`src/rtl/rpm_pkg.sv`:
```
// Shared types and constants for the rpm_window_ctrl Hall-sensor speed path.
package rpm_pkg;

  typedef enum logic [1:0] {
    IDLE  = 2'd0,
    ARM   = 2'd1,
    COUNT = 2'd2,
    SCALE = 2'd3
  } rpm_state_e;

  localparam int unsigned RPM_SCALE = 60;
  localparam int unsigned WIN_SEL_W = 2;
  localparam int unsigned RPM_W     = 16;
  localparam logic [RPM_W-1:0] RPM_SAT = 16'hFFFF;
  localparam int unsigned MULT_W    = 9;

  // Edges-per-window to RPM factor: 60 per second of window, window shrinks by 2^sel.
  function automatic logic [MULT_W-1:0] rpm_mult(input logic [WIN_SEL_W-1:0] sel);
    logic [MULT_W-1:0] base;
    base = MULT_W'(RPM_SCALE);
    return base << sel;
  endfunction

endpackage

```
`src/rtl/rpm_edge_sync.sv`:
```
// Two-flop synchronizer for an asynchronous pin plus a registered one-cycle
// rising-edge pulse; pin change to pulse is three clock edges.
module rpm_edge_sync (
  input  logic clock,
  input  logic reset,
  input  logic async_i,
  output logic sync_o,
  output logic rise_o
);

  logic meta_q;
  logic sync_q;
  logic prev_q;
  logic rise_q;

  always_ff @(posedge clock) begin
    if (reset) begin
      meta_q <= 1'b0;
      sync_q <= 1'b0;
      prev_q <= 1'b0;
      rise_q <= 1'b0;
    end else begin
      meta_q <= async_i;
      sync_q <= meta_q;
      prev_q <= sync_q;
      rise_q <= sync_q & ~prev_q;
    end
  end

  assign sync_o = sync_q;
  assign rise_o = rise_q;

endmodule

```
`src/rtl/rpm_window_ctrl.sv`:
```
// Measurement-window controller: counts synchronized SA rises over a gated window,
// scales to RPM and hands the result out via valid/ready. Macro RPM_DIR_DETECT_EN adds SB direction.
module rpm_window_ctrl
  import rpm_pkg::*;
#(
  parameter int unsigned CLK_HZ = 100_000_000,
  parameter int unsigned CNT_W  = 16
) (
  input  logic                 clock,
  input  logic                 reset,
  input  logic                 enable,
  input  logic [WIN_SEL_W-1:0] win_sel,
  input  logic                 sa_input,
  input  logic                 sb_input,
  output logic [RPM_W-1:0]     rpm_output,
  output logic                 rpm_dir,
  output logic                 rpm_valid,
  input  logic                 rpm_ready,
  output logic                 overflow,
  output logic                 overrun,
  output logic                 busy
);

  localparam int unsigned WIN_W  = $clog2(CLK_HZ + 1);
  localparam int unsigned PROD_W = CNT_W + MULT_W;
  localparam logic [CNT_W-1:0] CNT_MAX = '1;

  rpm_state_e           state_q;
  logic [WIN_SEL_W-1:0] sel_q;
  logic [WIN_W-1:0]     win_q;
  logic [CNT_W-1:0]     cnt_q;
  logic [CNT_W-1:0]     cnt_inc;
  logic [RPM_W-1:0]     rpm_q;
  logic [RPM_W-1:0]     rpm_d;
  logic [PROD_W-1:0]    prod;
  logic                 dir_q;
  logic                 dir_d;
  logic                 valid_q;
  logic                 ovf_q;
  logic                 ovf_d;
  logic                 overrun_q;
  logic                 sa_rise;
  logic                 sa_sync_unused;

  function automatic logic [WIN_W-1:0] win_load(input logic [WIN_SEL_W-1:0] sel);
    int unsigned len;
    len = (CLK_HZ >> sel) - 1;
    return len[WIN_W-1:0];
  endfunction

  rpm_edge_sync u_sa_sync (
    .clock   (clock),
    .reset   (reset),
    .async_i (sa_input),
    .sync_o  (sa_sync_unused),
    .rise_o  (sa_rise)
  );

`ifdef RPM_DIR_DETECT_EN
  logic sb_sync;
  logic sb_rise_unused;
  logic sb_last_q;

  rpm_edge_sync u_sb_sync (
    .clock   (clock),
    .reset   (reset),
    .async_i (sb_input),
    .sync_o  (sb_sync),
    .rise_o  (sb_rise_unused)
  );

  // SB captured at every counted SA rise; the last one in the window wins.
  always_ff @(posedge clock) begin
    if (reset) begin
      sb_last_q <= 1'b0;
    end else if (sa_rise && (state_q == COUNT || state_q == SCALE)) begin
      sb_last_q <= sb_sync;
    end
  end

  assign dir_d = (cnt_q != '0) ? sb_last_q : dir_q;
`else
  logic unused_sb;
  assign unused_sb = sb_input;
  assign dir_d     = 1'b0;
`endif

  always_comb begin
    prod    = PROD_W'(cnt_q) * PROD_W'(rpm_mult(sel_q));
    ovf_d   = (cnt_q == CNT_MAX) || (prod > PROD_W'(RPM_SAT));
    rpm_d   = ovf_d ? RPM_SAT : prod[RPM_W-1:0];
    cnt_inc = (cnt_q == CNT_MAX) ? cnt_q : cnt_q + CNT_W'(1);
  end

  always_ff @(posedge clock) begin
    if (reset) begin
      state_q   <= IDLE;
      sel_q     <= '0;
      win_q     <= '0;
      cnt_q     <= '0;
      rpm_q     <= '0;
      dir_q     <= 1'b0;
      valid_q   <= 1'b0;
      ovf_q     <= 1'b0;
      overrun_q <= 1'b0;
    end else begin
      overrun_q <= 1'b0;
      if (valid_q && rpm_ready) begin
        valid_q <= 1'b0;
      end
      unique case (state_q)
        IDLE: begin
          win_q <= '0;
          cnt_q <= '0;
          if (enable) begin
            state_q <= ARM;
          end
        end
        ARM: begin
          sel_q   <= win_sel;
          win_q   <= win_load(win_sel);
          cnt_q   <= '0;
          state_q <= COUNT;
        end
        COUNT: begin
          if (!enable) begin
            state_q <= IDLE;
          end else begin
            if (sa_rise) begin
              cnt_q <= cnt_inc;
            end
            if (win_q == '0) begin
              state_q <= SCALE;
            end else begin
              win_q <= win_q - WIN_W'(1);
            end
          end
        end
        SCALE: begin
          // Result write overrides the handshake clear above; overrun only if nobody took the old one.
          rpm_q     <= rpm_d;
          ovf_q     <= ovf_d;
          dir_q     <= dir_d;
          valid_q   <= 1'b1;
          overrun_q <= valid_q && !rpm_ready;
          sel_q     <= win_sel;
          win_q     <= win_load(win_sel);
          cnt_q     <= sa_rise ? CNT_W'(1) : '0;
          state_q   <= enable ? COUNT : IDLE;
        end
      endcase
    end
  end

  assign rpm_output = rpm_q;
  assign rpm_dir    = dir_q;
  assign rpm_valid  = valid_q;
  assign overflow   = ovf_q;
  assign overrun    = overrun_q;
  assign busy       = (state_q != IDLE);

endmodule

```
`config.mk`:
```
export PLATFORM = sky130hd
export DESIGN_NAME = rpm_window_ctrl
export DESIGN_NICKNAME = d
export VERILOG_FILES = /design/src/rtl/rpm_pkg.sv /design/src/rtl/rpm_edge_sync.sv /design/src/rtl/rpm_window_ctrl.sv
export SDC_FILE = /design/constraint.sdc
export NUM_CORES = 1
export LEC_CHECK = 0
export CAP_MARGIN = 20
export CORE_ASPECT_RATIO = 0.6
export CORE_MARGIN = 2
export CORE_UTILIZATION = 30
export DETAILED_ROUTE_END_ITERATION = 6
export GPL_TIMING_DRIVEN = 1
export PLACE_DENSITY = 0.41
export SETUP_SLACK_MARGIN = 0.05
export SYNTH_ARGS = -nofsm -noshare
export SYNTH_HDL_FRONTEND = slang
export SYNTH_SLANG_ARGS = --single-unit
```
`constraint.sdc`:
```
create_clock -name clock -period 7.7 [get_ports clock]
set_input_delay 2.31 -clock clock [delete_from_list [all_inputs] [get_ports clock]]
set_output_delay 2.31 -clock clock [all_outputs]
set_load 0.02 [all_outputs]
```
==> results of run 1 <==
-- kinds of logic (layout without fill, tap and decap cells) --
logic type / after synthesis / count (layout)
simple gates: 298 / 298
compound gates: 178 / 178
buf+inv: 159 / 159
fa+ha+maj: 125 / 125
flops: 68 / 68
xor+xnor: 37 / 37
mux: 5 / 5
other cells: 1 / 1
-- critical path, stage by stage (launching register included) --
cell and delay, ns:
dfxtp_1 0.31, buf_4 0.22, nor2_1 0.13, buf_4 0.30
nor2b_1 0.10, fa_1 0.49, inv_1 0.05, fa_1 0.52
inv_1 0.05, fa_1 0.53, inv_1 0.05, fa_1 0.58
inv_1 0.07, ha_1 0.43, nand2_1 0.08, o21ai_0 0.58
nor4_1 0.20, or3_1 0.40, a2111oi_4 0.35, buf_4 0.26
a31oi_1 0.10
-- metal layers --
layer,vias to the layer above,GRT usage
li1,2927,-
met1,2890,0.267
met2,105,0.197
met3,9,0.0267
met4,0,0.0281
met5,-,0
-- state kept, by name (all words and copies together), names as in the netlist --
name and flops:
win_q 27, cnt_q 16, rpm_output 15, sel_q 2, state_q 2, overrun 1, rpm_valid 1, u_sa_sync.meta_q 1
u_sa_sync.prev_q 1, u_sa_sync.rise_o 1, u_sa_sync.sync_o 1
-- power groups by stage --
stage                     Clock [mW]  Combinational, mW  Sequential, mW
after global placement             0              0.181           0.384
after CTS                      0.431              0.179           0.376
after global routing           0.446              0.201           0.378
after floorplan                    0              0.133           0.382
final                          0.420              0.180           0.376
after detailed placement           0              0.178           0.383
-- stage by stage --
step                 util  power [mW]  hold slack, ns
detailed placement  0.325       0.561           0.377
global route        0.337        1.02           0.429
CTS                 0.337       0.986           0.391
floorplan               -       0.515           0.367
finish              0.337       0.976           0.392
global placement    0.325       0.564           0.388
-- layout by cell type, fill, tap and decap left out, types with 5 or more instances in the layout --
cell type / Yosys / routed
inv_1: 102 / 102
fa_1: 70 / 70
dfxtp_1: 68 / 68
nor2_1: 66 / 66
a21oi_1: 57 / 57
ha_1: 55 / 55
nand2_1: 48 / 48
and2_1: 42 / 42
nor2b_1: 33 / 32
clkdlybuf4s50_1: 0 / 25
nor3_1: 22 / 22
o21ai_0: 21 / 21
nand3_1: 20 / 20
xnor2_1: 19 / 19
xor2_1: 18 / 18
nand4_1: 15 / 15
o21bai_1: 14 / 14
buf_4: 6 / 13
and3_1: 12 / 12
nand2b_1: 10 / 10
a211oi_1: 10 / 10
a21o_1: 10 / 10
a221oi_1: 9 / 9
clkbuf_16: 0 / 9
or3_1: 8 / 8
o211ai_1: 7 / 7
a31oi_1: 7 / 7
o21ai_1: 5 / 5
o2111ai_1: 5 / 5
-- worst max-delay path by stage --
stage,to,cells past startpoint,slack [ns],from
after floorplan,rpm_output[12],19,2.15,sel_q[1]
after global placement,rpm_output[5],20,1.74,sel_q[1]
after detailed placement,rpm_output[5],20,1.79,sel_q[1]
after CTS,rpm_output[5],20,1.77,sel_q[1]
after global routing,rpm_output[1],20,1.36,sel_q[1]
final,rpm_output[3],20,1.73,sel_q[1]
-- Yosys cell counts (3+ instances only) --
| cell | number | area share |
|---|---|---|
| a2111oi_0 | 4 | 0.0048 |
| o21ai_0 | 21 | 0.014 |
| clkbuf_1 | 40 | 0.021 |
| and3_1 | 12 | 0.010 |
| nor4_1 | 3 | 0.0026 |
| xor2_1 | 18 | 0.022 |
| mux2i_1 | 3 | 0.0041 |
| o211ai_1 | 7 | 0.0072 |
| o2111ai_1 | 5 | 0.0060 |
| nor2_1 | 66 | 0.034 |
| nor2b_1 | 33 | 0.028 |
| a221oi_1 | 9 | 0.011 |
| inv_1 | 102 | 0.053 |
| fa_1 | 70 | 0.19 |
| a22oi_1 | 3 | 0.0031 |
| o21ai_1 | 5 | 0.0034 |
| or3_1 | 8 | 0.0069 |
| nor3_1 | 22 | 0.015 |
| ha_1 | 55 | 0.095 |
| nand2_1 | 48 | 0.025 |
| a31oi_1 | 7 | 0.0060 |
| o21bai_1 | 14 | 0.014 |
| buf_4 | 6 | 0.0062 |
| buf_1 | 3 | 0.0016 |
| nand4_1 | 15 | 0.013 |
| buf_2 | 5 | 0.0034 |
| a211oi_1 | 10 | 0.010 |
| xnor2_1 | 19 | 0.023 |
| o21a_1 | 3 | 0.0031 |
| nand3_1 | 20 | 0.014 |
| dfxtp_1 | 68 | 0.19 |
| nand4b_1 | 3 | 0.0036 |
| nand2b_1 | 10 | 0.0086 |
| and2_1 | 42 | 0.036 |
| a21oi_1 | 57 | 0.039 |
| a21o_1 | 10 | 0.010 |
-- area by class of cell --
class | count | share of cell area
multi-input combinational | 644 | 0.653
sequential | 68 | 0.169
tap | 322 | 0.0499
inverter | 104 | 0.0484
timing repair buffer | 39 | 0.0437
clock buffer | 12 | 0.0306
clock inverter | 4 | 0.00605
==> run summary, run 1 <==
================================================================================
Run status ........................................................ complete, no violations
Measured slew at the worst slew-check pin .........................      1.16 ns
TritonCTS clock tree ..............................................         done
Standard cell area after detailed placement .......................    7770 um^2
Final instance count without filler cells .........................         1193
FF-to-FF Start ....................................................     sel_q[1]
Sw Share ..........................................................        0.293
Leading register cell type out of synthesis .......................      dfxtp_1
Share of layout cells above drive strength 1 ......................       0.0471
Total Die Area ....................................................   25500 um^2
Cell area after synthesis .........................................    7260 um^2
Fraction of power consumed by combinational cells .................        0.185
Reg clk slew, reported paths ......................................      0.06 ns
Portion of the post-synthesis area used by sequential elements ....        0.188
Detailed route wirelength on metal3 ...............................       713 um
Postcts setup bufs ................................................            0
Switching power ...................................................     0.286 mW
Final Hold Violating Endpoints ....................................            0
Setup slack, reg-to-reg ...........................................      1.73 ns
R2R cell count ....................................................           20
Clock sinks .......................................................           68
Wire length of the first global-routing pass ......................     32000 um
Worst voltage drop across the vdd grid ............................    0.0907 mV
Compound-cell area share of the yosys netlist .....................        0.165
Fill cell count ...................................................         2524
Global placement routability congestion ...........................        0.813
Cells after synthesis .............................................          871
Simple-gate share of the synthesized area .........................        0.219
Post-detailed-route count of antenna-violating nets ...............            0
DIE WIDTH .........................................................       205 um
P_int .............................................................     0.690 mW
Critical register-to-register path endpoint ....................... rpm_output[3]
Worst-skew pair later-pin latency .................................      0.34 ns
Routed met2 length ................................................      7020 um
Register Area .....................................................    1360 um^2
Top achievable clock speed ........................................      167 MHz
Number of top-level pins ..........................................           29
Cell area power density ...........................................  121 nW/um^2
Top layer reached by signal wires .................................         met4
FFs w/ async S/R, synth ...........................................            0
Min-Delay Endpoint ................................................ u_sa_sync.rise_o
Total of endpoints with negative setup slack in the final report ..            0
CTS hold repair buffers ...........................................            0
Final wirelength ..................................................     19200 um
Hold path startpoint .............................................. u_sa_sync.prev_q
Max-slew violation count ..........................................            0
1st-pass router iterations ........................................            5
Synth Net Count ...................................................         1004
Post-synthesis to final-layout area growth ........................        11.2%
Net total in the final layout .....................................          999
# placed instances ................................................         1177
Number of max-cap violations ......................................            0
Sequential fraction of design power ...............................        0.385
Number of different library cells in the post-synthesis netlist ...           74
Post-synthesis share of cell area spent on xor and xnor gates .....       0.0447
Yosys warning count ...............................................            0
Number of antenna violations at the first check in global routing .            0
Required time at the worst-slack endpoint .........................      7.90 ns
Proportion of synthesized area in mux cells .......................      0.00724
Via count of the first global-routing pass ........................         5649
Tot GR Track Use ..................................................        0.157
Number of buffers between clock root and the deepest sink .........            2
Detail-routed via count per cell ..................................         4.97
Initial Utilization ...............................................        0.303
Routed via count ..................................................         5931
Leakage ...........................................................      3.67 nW
Post-detailed-route wirelength per cell ...........................      16.1 um
Signal arrival time at the worst endpoint .........................      6.18 ns
Number of clock buffers inserted by TritonCTS .....................            9
Main combinational cell family by area after synthesis ............  adder cells
Area of the core ..................................................   23900 um^2
Die Height ........................................................       124 um
Count of antenna diodes in the layout .............................            0
Final critical-path required period ...............................      5.97 ns
Rows ..............................................................           44
Master cell of the clock root buffer ..............................    clkbuf_16
Clock tree skew after final layout ................................    0.0105 ns
Pin count of the biggest net entering global routing ..............           54
Adder-Cell Fraction of Synth Area .................................        0.288
Gr ovfl total .....................................................            0
Estimated wirelength of the detail-placed design ..................     14700 um
Number of stages on the worst hold path ...........................            1
Share of total power in the clock network .........................        0.430
Post-Layout Inst Area .............................................    8070 um^2
Multi-input logic area ............................................    5270 um^2
Kind of end point of the critical path ............................     register
Classification of the worst setup path ............................ register to register
Port buffer count .................................................           26
Initial DRC count .................................................          345
Clock H-tree levels ...............................................            3
Headroom to the max-slew limit ....................................        0.225
Detailed-route DRC error count ....................................            0
Worst-case setup slack after placement ............................      1.79 ns
Crit Path Max Fanout ..............................................           33
Post-cts gate resize count ........................................            0
RSZ-0062 raised after global routing ..............................        false
Type of the worst min-delay path .................................. register to register
Post-synth EDFFs ..................................................            0
Synthesis-stage register bit count ................................           68
Share of the clock period used by the worst path after layout .....        0.776
Total negative slack ..............................................         0 ns
Total routed wire length on the met1 layer ........................     11400 um
Crit path setup slack, layout .....................................      1.73 ns
Average footprint of a synthesized cell ...........................    8.33 um^2
Launching element type of the critical path .......................     register
================================================================================
Power figures use the tool's default switching activity.
==> inputs of run 2 (changes only) <==
PLACE_DENSITY = 0.43   (was 0.41)
clock period = 5.23 ns   (was 7.7 ns; I/O delays follow)
==> run summary, run 2 (synthesized netlist as in run 1, its figures left out) <==
=====================================================================================
Run status ............................................................. complete, no violations
Hold path startpoint ................................................... u_sa_sync.prev_q
Final wirelength .......................................................     20800 um   +8.2%
Number of buffers between clock root and the deepest sink ..............            2   unchanged
Pin count of the biggest net entering global routing ...................           32   -41%
Final hold slack .......................................................     0.402 ns   +0.0100 ns
Reg clk slew, reported paths ...........................................      0.07 ns   about the same
Number of max-cap violations ...........................................            0   unchanged
Number of antenna violations at the first check in global routing ......            0   unchanged
FF-to-FF Start .........................................................     sel_q[1]
Classification of the worst setup path ................................. register to register
Standard cell area after detailed placement ............................    8470 um^2   +8.9%
Clock sinks ............................................................           68   unchanged
Post-detailed-route wirelength per cell ................................      15.9 um   -1.5%
Cell area power density ................................................  152 nW/um^2   +26%
Total Die Area .........................................................   25500 um^2   unchanged
Launching element type of the critical path ............................     register
Crit path setup slack, layout ..........................................     0.135 ns   -1.59 ns
Post-synthesis to final-layout area growth .............................        33.8%
Tot GR Track Use .......................................................        0.167   +0.0102
Post-Layout Inst Area ..................................................    9710 um^2   +20%
Rows ...................................................................           44   unchanged
Timing startpoint of the critical path .................................     sel_q[1]
Most frequent standard cell in the layout excluding fill and tap cells .        buf_4
Type of the worst min-delay path ....................................... register to register
Port buffer count ......................................................           26   unchanged
CTS hold repair buffers ................................................            0   unchanged
Final Hold Violating Endpoints .........................................            0   unchanged
Area of the core .......................................................   23900 um^2   unchanged
Most flops, register ...................................................        win_q
Net total in the final layout ..........................................         1117   +12%
Number of flip-flops under the largest register name ...................           27   unchanged
Detail-routed via count per cell .......................................         4.92   -0.96%
DIE WIDTH ..............................................................       205 um   unchanged
Master cell of the clock root buffer ...................................    clkbuf_16
Clock tree skew after final layout .....................................    0.0113 ns   +0.000791 ns
Worst-case setup slack after placement .................................    -0.264 ns   -2.06 ns
Initial DRC count ......................................................          407   +18%
Top achievable clock speed .............................................      196 MHz   +17%
Global placement routability congestion ................................        0.839   +3.2%
Share of the clock period used by the worst path after layout ..........        0.974   +0.198
Final core utilization .................................................        0.405   +0.0686
Crit Path Max Fanout ...................................................            8   -76%
TritonCTS clock tree ...................................................         done
Commonest non-fill, non-tap cells in the layout ........................ 104 x buf_4, 86 x inv_1, 67 x fa_1
Estimated wirelength of the detail-placed design .......................     15800 um   +7.7%
Measured slew at the worst slew-check pin ..............................     0.719 ns   -0.440 ns
Headroom to the max-slew limit .........................................        0.520   +0.295
Die Height .............................................................       124 um   unchanged
Final critical-path required period ....................................      5.09 ns   -0.880 ns
Wire length of the first global-routing pass ...........................     33800 um   +5.8%
Number of clock buffers inserted by TritonCTS ..........................            9   unchanged
Total negative slack ...................................................         0 ns   unchanged
# placed instances .....................................................         1264   +7.4%
Kind of end point of the critical path .................................     register
Total Power Consumption ................................................      1.48 mW   +51%
Post-detailed-route count of antenna-violating nets ....................            0   unchanged
Required time at the worst-slack endpoint ..............................      5.46 ns   -2.44 ns
Routed via count .......................................................         6455   +8.8%
Worst voltage drop across the vdd grid .................................     0.140 mV   +54%
Clock H-tree levels ....................................................            3   unchanged
Total of endpoints with negative setup slack in the final report .......            0   unchanged
Final instance count without filler cells ..............................         1311   +9.9%
Leakage ................................................................      4.31 nW   +17%
Count of antenna diodes in the layout ..................................            0   unchanged
1st-pass router iterations .............................................            5   unchanged
Max-slew violation count ...............................................            0   unchanged
RSZ-0062 raised after global routing ...................................         true
Number of top-level pins ...............................................           29   unchanged
Via count of the first global-routing pass .............................         6163   +9.1%
Detailed-route DRC error count .........................................            0   unchanged
Signal arrival time at the worst endpoint ..............................      5.32 ns   -0.86 ns
Initial Utilization ....................................................        0.303   unchanged
Share of layout cells above drive strength 1 ...........................        0.262   +0.215
Gr ovfl total ..........................................................            0   unchanged
Worst-skew pair later-pin latency ......................................      0.35 ns   about the same
=====================================================================================
==> run 2: repair_timing <==
item | CTS | global route
pin swaps | 20 | 98
setup endpoints to repair | 15 | 15
cloned | 3 | 1
buffers inserted | 13 | 16
gates resized for setup | 58 | 93
==> run 2: worst max-delay path, stage by stage, from the launching register on <==
cell and delay [ns]:
dfxtp_4 0.37, buf_12 0.13, nand2_4 0.05, buf_6 0.13, buf_12 0.12, buf_4 0.13, and2_4 0.15, fa_1 0.55
fa_1 0.45, fa_1 0.54, inv_1 0.05, fa_1 0.49, inv_2 0.05, ha_4 0.25, o21ai_2 0.06, nand2b_1 0.12
a21boi_2 0.19, or3_4 0.40, a2111oi_4 0.36, buf_6 0.18, buf_12 0.13, a31oi_1 0.07
==> run 2: cell type report <==
cell class	instances	area, um^2
fill	2451	14200
multi-input combinational	644	5850
timing repair buffer	157	1390
sequential	68	1370
tap	322	403
inverter	104	390
clock buffer	9	225
clock inverter	7	75.1
==> run 2: path summary, 6_finish.rpt <==
check / to / slack, ns / depth (start not counted)
hold reg to reg: u_sa_sync.rise_o / 0.40 / 1
hold / removal: u_sa_sync.rise_o / 0.40 / 1
setup / recovery: rpm_output[5] / 0.14 / 21
setup reg to reg: rpm_output[5] / 0.14 / 21
==> run 2: metal layers <==
metal  vias up  part of all wire  global-route usage  routed length (um)
li1       3184                 -                   -                   -
met4         0            0.0089              0.0311                 184
met5         -                 0                   0                   0
met1      3126              0.57               0.285               11900
met2       128              0.37               0.205                7730
met3        17             0.047              0.0322                 982
==> run 2: power breakdown <==
group	internal, mW	total (mW)	switching [mW]
clock network	0.371	0.625	0.254
logic	0.124	0.295	0.172
registers	0.535	0.555	0.0195
==> inputs of run 3 (changes only) <==
CORE_MARGIN = unset   (was 2)
==> run summary, run 3 (synthesized netlist as in run 1, its figures left out) <==
=====================================================================================
Cell class contributing the biggest share of worst-path delay ..........  adder cells
Share of the clock period used by the worst path after layout ..........        0.976   +0.00159
Net total in the final layout ..........................................         1116   -0.090%
Launching element type of the critical path ............................     register
Cell area power density ................................................  159 nW/um^2   +4.4%
Number of antenna violations at the first check in global routing ......            0   unchanged
Final wirelength .......................................................     20600 um   -0.89%
Global placement routability congestion ................................        0.851   +1.4%
Post-detailed-route count of antenna-violating nets ....................            0   unchanged
Signal arrival time at the worst endpoint ..............................      5.32 ns   about the same
Min-Delay Endpoint ..................................................... u_sa_sync.rise_o
R2R cell count .........................................................           20   -4.8%
Rows ...................................................................           43   -2.3%
Critical register-to-register path endpoint ............................ rpm_output[1]
Critical Path Stages ...................................................           20   -4.8%
Total negative slack ...................................................         0 ns   unchanged
Required time at the worst-slack endpoint ..............................      5.44 ns   -0.02 ns
Pin count of the biggest net entering global routing ...................           53   +66%
Leakage ................................................................      4.30 nW   -0.16%
Number of max-cap violations ...........................................            0   unchanged
1st-pass router iterations .............................................            5   unchanged
Kind of end point of the critical path .................................     register
Total of endpoints with negative setup slack in the final report .......            0   unchanged
Clock tree skew after final layout .....................................    0.0148 ns   +0.00352 ns
Port buffer count ......................................................           26   unchanged
CTS hold repair buffers ................................................            0   unchanged
Via count of the first global-routing pass .............................         5932   -3.7%
Number of clock buffers inserted by TritonCTS ..........................            9   unchanged
Ordered cell list for the critical path ................................ buf_12 > buf_12 > buf_4 > o21ai_0 > fa_1 > fa_1 > inv_1 > fa_1 > ha_1 > ha_1 > a211oi_1 > nor3b_2 > o31a_1 > a2111oi_4 > buf_4 > o2111ai_4 > a2111oi_4 > buf_6 > buf_12 > a211oi_2
Number of stages on the worst hold path ................................            1   unchanged
Clock H-tree levels ....................................................            3   unchanged
Reg clk slew, reported paths ...........................................      0.07 ns   about the same
Worst voltage drop across the vdd grid .................................     0.138 mV   -1.6%
Commonest non-fill, non-tap cells in the layout ........................ 110 x buf_4, 90 x inv_1, 67 x fa_1
Max-slew violation count ...............................................            0   unchanged
Final critical-path required period ....................................      5.10 ns   +0.00829 ns
CP Buf/Inv Count .......................................................            7   -1
Routed via count .......................................................         6339   -1.8%
Number of flip-flops under the largest register name ...................           27   unchanged
Multi-input logic area .................................................    5830 um^2   -0.41%
Classification of the worst setup path ................................. register to register
Max incr delay on CP ...................................................      0.53 ns   -0.02 ns
Total Die Area .........................................................   24800 um^2   -2.6%
Run status ............................................................. complete, no violations
Final instance count without filler cells ..............................         1303   -0.61%
Final Hold Violating Endpoints .........................................            0   unchanged
Standard cell with the maximum stage delay on the critical path ........         fa_1
Fill cell count ........................................................         2352   -4.0%
Total Power Consumption ................................................      1.54 mW   +4.0%
Detailed-route DRC error count .........................................            0   unchanged
Headroom to the max-slew limit .........................................        0.428   -0.0922
Clock sinks ............................................................           68   unchanged
Share of layout cells above drive strength 1 ...........................        0.251   -0.0109
Wire length of the first global-routing pass ...........................     33500 um   -0.88%
Initial Utilization ....................................................        0.310   +0.00705
Number of top-level pins ...............................................           29   unchanged
DIE WIDTH ..............................................................       203 um   -0.98%
Master cell of the clock root buffer ...................................    clkbuf_16
Die Height .............................................................       122 um   -1.6%
Crit Path Max Fanout ...................................................            9   +1
Type of the worst min-delay path ....................................... register to register
FF-to-FF Start .........................................................     sel_q[0]
Number of buffers between clock root and the deepest sink ..............            2   unchanged
Initial DRC count ......................................................          398   -2.2%
# placed instances .....................................................         1267   +0.24%
Register Area ..........................................................    1370 um^2   -0.18%
Hold path startpoint ................................................... u_sa_sync.prev_q
Detail-routed via count per cell .......................................         4.86   -1.2%
Most flops, register ...................................................        win_q
Tot GR Track Use .......................................................        0.174   +0.00739
Top achievable clock speed .............................................      196 MHz   -0.16%
Measured slew at the worst slew-check pin ..............................     0.857 ns   +0.137 ns
Worst-skew pair later-pin latency ......................................      0.36 ns   about the same
Most frequent standard cell in the layout excluding fill and tap cells .        buf_4
Area of the core .......................................................   23400 um^2   -2.3%
Setup slack, reg-to-reg ................................................      0.13 ns   about the same
Gr ovfl total ..........................................................            0   unchanged
Post-synthesis to final-layout area growth .............................        33.3%
Count of antenna diodes in the layout ..................................            0   unchanged
TritonCTS clock tree ...................................................         done
Post-detailed-route wirelength per cell ................................      15.8 um   -0.28%
Estimated wirelength of the detail-placed design .......................     15700 um   -0.79%
RSZ-0062 raised after global routing ...................................         true
=====================================================================================
-- run 3: cell types whose count changed in the layout (fill, tap and decap cells not counted), sizes merged --
cell and change:
buf -1, clkinv -2, clkinvlp +1, bufinv +1
-- run 3: layout make-up --
cell class | count | share of cell area
inverters | 104 | 0.0404
clock inverters | 7 | 0.0102
well taps | 315 | 0.0408
clock buffers | 9 | 0.0233
flip-flops and latches | 68 | 0.141
multi-input cells | 644 | 0.603
repair buffers | 156 | 0.141
-- run 3: metrics by stage --
stage          instance area, um^2  utilization  worst slack [ns]  hold slack [ns]
3_5_place_dp                  8530        0.365            -0.251            0.382
4_1_cts                       9460        0.404            0.0248            0.397
3_3_place_gp                  8530        0.365            -0.260            0.384
5_1_grt                       9670        0.413           -0.0893            0.411
6_report                      9670        0.413             0.127            0.393
2_1_floorplan                 7280            -            0.0636            0.367
-- run 3: what timing repair did --
action                                  CTS  global route
endpoints found under the hold margin     0             0
endpoints found under the setup margin   15            15
resized for setup                        84            48
setup buffers                            18             2
gates cloned                              2             0
pin swaps                                56            61
-- run 3: metal layers --
layer / GRT usage / wire length, um / vias up
met5: 0 / 0 / -
met3: 0.0313 / 1110 / 7
li1: - / - / 3169
met1: 0.300 / 12100 / 3018
met4: 0.0352 / 141 / 0
met2: 0.208 / 7280 / 145
-- run 3: how the worst max path moves through the flow --
| stage | start | to | slack, ns |
|---|---|---|---|
| finish | sel_q[0] | rpm_output[1] | 0.13 |
| global route | sel_q[1] | rpm_output[1] | -0.09 |
| CTS | sel_q[0] | rpm_output[1] | 0.02 |
| detailed placement | sel_q[0] | rpm_output[1] | -0.25 |
| global placement | sel_q[0] | rpm_output[1] | -0.26 |
| floorplan | sel_q[1] | rpm_output[12] | 0.06 |
-- run 3: power breakdown --
group	total, mW	internal [mW]	switching [mW]
registers	0.558	0.536	0.0224
logic	0.299	0.125	0.174
clock network	0.678	0.420	0.258
